**config.mk**
```make
export PLATFORM = sky130hd
export DESIGN_NAME = cnt_seq_ctrl
export DESIGN_NICKNAME = d
export VERILOG_FILES = /design/src/rtl/cnt_defs.sv /design/src/rtl/cnt_step_tracker.sv /design/src/rtl/cnt_seq_ctrl.sv
export SDC_FILE = /design/constraint.sdc
export NUM_CORES = 1
export LEC_CHECK = 0
export ABC_AREA = 1
export CORE_ASPECT_RATIO = 0.75
export CORE_MARGIN = 3
export CORE_UTILIZATION = 46
export DETAILED_ROUTE_END_ITERATION = 6
export PLACE_DENSITY = 0.79
export SLEW_MARGIN = 0
export SYNTH_ARGS = -nofsm -noshare
export SYNTH_HDL_FRONTEND = slang
export SYNTH_SLANG_ARGS = --single-unit
```
**constraint.sdc**
```tcl
create_clock -name clk -period 1.61 [get_ports clk]
set_input_delay 0.161 -clock clk [delete_from_list [all_inputs] [get_ports clk]]
set_output_delay 0.161 -clock clk [all_outputs]
set_load 0.01 [all_outputs]
```
**src/rtl/cnt_defs.sv**
```systemverilog
// Shared definitions for the counter run controller: data width and FSM state codes.
package cnt_defs;

  localparam int unsigned CNT_W = 12;

  localparam logic [1:0] IDLE = 2'd0;
  localparam logic [1:0] LOAD = 2'd1;
  localparam logic [1:0] RUN  = 2'd2;
  localparam logic [1:0] DONE = 2'd3;

endpackage

```
**src/rtl/cnt_step_tracker.sv**
```systemverilog
// Step counter: cleared when a run is accepted, +1 on every enabled counter cycle, wraps at W bits.
module cnt_step_tracker
  import cnt_defs::*;
#(
  parameter int unsigned W = CNT_W
) (
  input  logic         clk,
  input  logic         reset,
  input  logic         clr,
  input  logic         inc,
  output logic [W-1:0] steps
);

  always_ff @(posedge clk or negedge reset) begin
    if (!reset) begin
      steps <= '0;
    end else if (clr) begin
      steps <= '0;
    end else if (inc) begin
      steps <= steps + W'(1);
    end
  end

endmodule

```
**src/rtl/cnt_seq_ctrl.sv**
```systemverilog
// Run controller for the loadable up-counter: load preset, count to limit, stop, pulse done.
// Supports pause (hold) and abort (end without done); reports enabled steps.
module cnt_seq_ctrl
  import cnt_defs::*;
#(
  parameter int unsigned W = CNT_W
) (
  input  logic         clk,
  input  logic         reset,
  input  logic         start,
  input  logic         pause,
  input  logic         abort,
  input  logic [W-1:0] preset,
  input  logic [W-1:0] limit,
  input  logic [W-1:0] count_in,
  output logic         cnt_enable,
  output logic         cnt_load,
  output logic [W-1:0] cnt_loadbits,
  output logic         busy,
  output logic         done,
  output logic [W-1:0] steps
);

  logic [1:0]   state_q;
  logic [1:0]   state_d;
  logic [W-1:0] limit_q;
  logic         accept;
  logic         at_limit;

  assign at_limit = (count_in == limit_q);

  // Next-state logic; enable is combinational so the counter stops exactly at the limit.
  always_comb begin
    state_d    = state_q;
    accept     = 1'b0;
    cnt_enable = 1'b0;
    case (state_q)
      IDLE: begin
        if (start && !abort) begin
          state_d = LOAD;
          accept  = 1'b1;
        end
      end
      LOAD: begin
        state_d = abort ? IDLE : RUN;
      end
      RUN: begin
        cnt_enable = !pause && !abort && !at_limit;
        if (abort) begin
          state_d = IDLE;
        end else if (at_limit) begin
          state_d = DONE;
        end
      end
      DONE: begin
        state_d = IDLE;
      end
      default: begin
        state_d = IDLE;
      end
    endcase
  end

  // State and registered outputs, decoded from the next state so they align with it.
  always_ff @(posedge clk or negedge reset) begin
    if (!reset) begin
      state_q      <= IDLE;
      cnt_load     <= 1'b0;
      busy         <= 1'b0;
      done         <= 1'b0;
      cnt_loadbits <= '0;
      limit_q      <= '0;
    end else begin
      state_q  <= state_d;
      cnt_load <= (state_d == LOAD);
      busy     <= (state_d == LOAD) || (state_d == RUN);
      done     <= (state_d == DONE);
      if (accept) begin
        cnt_loadbits <= preset;
        limit_q      <= limit;
      end
    end
  end

  cnt_step_tracker #(.W(W)) u_steps (
    .clk   (clk),
    .reset (reset),
    .clr   (accept),
    .inc   (cnt_enable),
    .steps (steps)
  );

endmodule

```
==> out/results.txt <==
The endpoint type of the worst setup path was a primary output. When the netlist entered floorplanning its net count stood at 278. The run gives 48.55% as the starting utilization of the core area. On the critical path the largest part of the delay comes from simple AND/OR/NAND/NOR gates. During placement, the flow inserted port buffers numbering 68.

Via count of the first global-routing pass: 1866. Data on the critical path is required at its endpoint by 1450 ps. CTS saw 41 sinks. For this block, the routed nets add up to 4838 um of wire.

The tools report the sequential share of the synthesized area as 46.49%. The maximum number of pins on one net before global-route repair came out at 30. After synthesis the netlist holds a flip-flop and latch count of 41. For the worst setup path, the data arrival time is 1420 ps.

The first-iteration detailed-routing DRC count came out at 60. The post-synthesis instance total is 234, and the power density over the cells is 905.2 nW/um^2. The leading area contributor after synthesis was sky130_fd_sc_hd__dfrtp_1. The run gives 50 ps as the internal reg-to-reg setup slack. Setup violations remaining at the end of the flow were counted as 0.

The mean area per synthesized cell came out at 9.432 sq um. The DRC violation count after routing is 0, and the power share of the clock group is 30.0%. Dividing the detail-routed via count by the number of cells gives 4.877. The net switching share of the total power is 25.55%.

Dividing the detail-routed wire length by the instance count gives 12.90 um. The largest fanout of any net on the critical path was 2; the total number of nets in the final design was 361. In this run, CTS created clock tree buffers numbering 5. For this run, the slowest stage of the critical path takes 400 ps. The synthesized netlist contains 22 unique library cells.

The path class of the tightest hold or removal check is in -> async. For the count of warnings emitted by yosys, the log shows 0. After layout, the minimum clock period comes to 1585 ps. The run gives 363 as the total instance count after detailed placement. Setup total negative slack on the finished layout was measured at 0 ps. The worst setup path is launched from a flip-flop. The first global-routing pass estimated 8349 um of wire.

At the later pin of the worst-skew pair, clock insertion delay measures 290 ps. Number of antenna violations at the first check in global routing: 0. The first-pass iteration count of the detailed router was 4; the max-cap violation count was 0.

Timing analysis after detailed placement gives a worst setup slack of -303.9 ps. After global routing the overflow that remains totals 0. The critical path in this run is classified as reg -> out.

Headroom to the max-slew limit came out at 73.30%. The analysis attributes to cell leakage a power of 1.559 nW. For the pin with the worst max-slew slack, the measured transition is 400.4 ps. The critical path goes through inv_2 -> nand2_1 -> nand2_2 -> nand2_2 -> nor2_2 -> nand3_2 -> nand2_4 -> inv_2 -> buf_2. For the part of the power in registers, the log shows 44.0%. The sum of buffers and inverters on the critical path was 3. The number of pins exceeding their max-slew limit in the final report was 0; the final period utilization was 98.42%. Derived from the worst setup path, the maximum achievable clock frequency is 0.6311 GHz. The hold violation count in the final report came out at 0.

Across all layers, the routed design uses 1829 vias. CTS placed an instance of sky130_fd_sc_hd__clkbuf_8 at the clock tree root. The logs give 2 for the maximum count of clock buffers along a single path and 367 for the count of filler cells inserted in the layout. Leaving out filler cells and counting taps, the final layout contains 375. Setup slack on the critical path of the routed design comes to 25.49 ps. TritonCTS built the clock tree.

After synthesis the cells add up to 2207 sq um. The floorplan step defined a die boundary enclosing 5674 sq um. Clock-pin transition on the worst setup and hold timing paths: 80 ps. The run finished with clean final reports. Cell internal power was estimated by the tool at 0.002136 W.

The library cell used most frequently in the layout, excluding fill and tap cells, is sky130_fd_sc_hd__clkdlybuf4s50_1. For the H-tree level count, the log shows 2. During I/O placement, the number of pins put on the boundary was 69.

The count of antenna-violating nets left after detailed routing was 0; the worst-case reg-to-reg path depth was 11. The post-DP HPWL was 3586 um; the relative area change from synthesis to final layout was 43.59%. For the combinational cell fraction of total power, the log shows 25.9%. Summed over its instances, the top area cell type makes up 46.49% of the synthesized netlist area. The total area inside the core boundary comes to 4546 sq um.

The run gives 0.0006139 V as the maximum VDD drop. Number of diodes: 0. Yosys attributes the largest share of cell area to sky130_fd_sc_hd__dfrtp_1, sky130_fd_sc_hd__nand2_1, sky130_fd_sc_hd__mux2_4.

Setup repair after global routing could not meet its margin everywhere. For the net switching power figure, the log shows 0.0007331 W. The library cells used most frequently in the layout, excluding fill and tap cells, are sky130_fd_sc_hd__clkdlybuf4s50_1, sky130_fd_sc_hd__nand2_1, sky130_fd_sc_hd__dfrtp_1, sky130_fd_sc_hd__inv_1.

For this run, the total global-route usage over all layers was measured as 18.84%. The setup clock skew after layout is 6.545 ps, and the width of the die is 85.99 um. The run gives 0.002869 W as the sum of internal, switching and leakage power. Cell type of the slowest stage on the worst timing path: sky130_fd_sc_hd__dfrtp_1. In this run the number of cells on the critical path is 9. The placement row count was 21; the weighted congestion at the end of routability-driven global placement was 0.8097. The proportion of layout cells with a drive suffix above 1 works out to 22.96%.

From bottom edge to top edge, the die measures 65.99 um.
-- power by group through the flow --
stage	sequential [W]	clock, W	combinational, W
after global routing	0.00128	0.000937	0.000807
after global placement	0.00128	0	0.000692
after detailed placement	0.00128	0	0.000714
final	0.00126	0.000862	0.000744
after CTS	0.00126	0.000889	0.000739
after floorplan	0.00131	0	0.000318
-- routing by layer --
metal	GRT usage, %	share of wire [%]	vias up
met5	0	0	-
met3	4.359	5.0	7
met4	6.324	1.4	0
li1	-	-	916
met2	31.25	46	54
met1	24.29	47	852
-- layout make-up --
cell class	count	area, sq um	share of cell area (%)
inverter	30	112.6	3.553
multi-input combinational	155	1030	32.49
timing repair buffer	84	809.5	25.54
sequential	41	1026	32.37
clock inverter	2	37.54	1.184
clock buffer	6	82.58	2.606
tap	57	71.32	2.250
-- worst register-to-register path: cells and delay by family, from the launching register on --
| family | cells | cell delay (ps) |
|---|---|---|
| AOI/OAI and AO/OA | 1 | 100 |
| DFF | 1 | 400 |
| adders and majority gates | 1 | 210 |
| and+or+nand+nor | 5 | 430 |
| buffers and inverters | 4 | 380 |
-- worst paths after layout --
kind                            startpoint                 to
max                             limit_q[7]         cnt_enable
min                                  reset  u_steps.steps[11]
max reg2reg                     limit_q[7]               busy
min reg2reg                cnt_loadbits[1]    cnt_loadbits[1]
max in group asynchronous            reset         limit_q[9]
min in group clk                  limit[5]         limit_q[5]
-- synth_stat cells, drive strengths merged --
cell type,count
inv,30
ha,3
buf,8
nand2,60
xor2,5
o21ai,1
nand3b,1
nand3,22
dfrtp,41
nor2,20
xnor2,6
mux2,18
a21oi,6
nand4,13
-- logic make-up (layout without fill, tap and decap cells) --
family	after synthesis	in the layout	synth area share, %
compound gates	7	7	1.587
xor+xnor	11	11	4.365
fa+ha+maj	3	3	1.701
buf+inv	38	122	8.163
flops	41	41	46.49
mux	18	18	11.56
simple gates	116	116	26.13
-- sequential cells by signal, summed over array words and instances (netlist names) --
signal,cells
u_steps.steps,12
limit_q,12
busy,1
done,1
state_q,2
cnt_load,1
cnt_loadbits,12
-- through the flow --
step	hold WS [ps]	instance area [sq um]	util, %
6_report	337.0	3169	69.72
5_1_grt	359.2	3169	69.72
4_1_cts	323.0	3149	69.28
3_5_place_dp	109.5	2989	65.76
3_3_place_gp	104.1	2989	65.76
2_1_floorplan	-134.6	2207	-
-- timing repair --
item                       CTS  global route
setup endpoints to repair    1             9
hold buffers                 1             0
hold endpoints to repair    15             0
pin swaps                    9             3
buffers inserted             4             0
gates resized for setup      7             9
No activity file was read; power rests on OpenSTA's default activity.
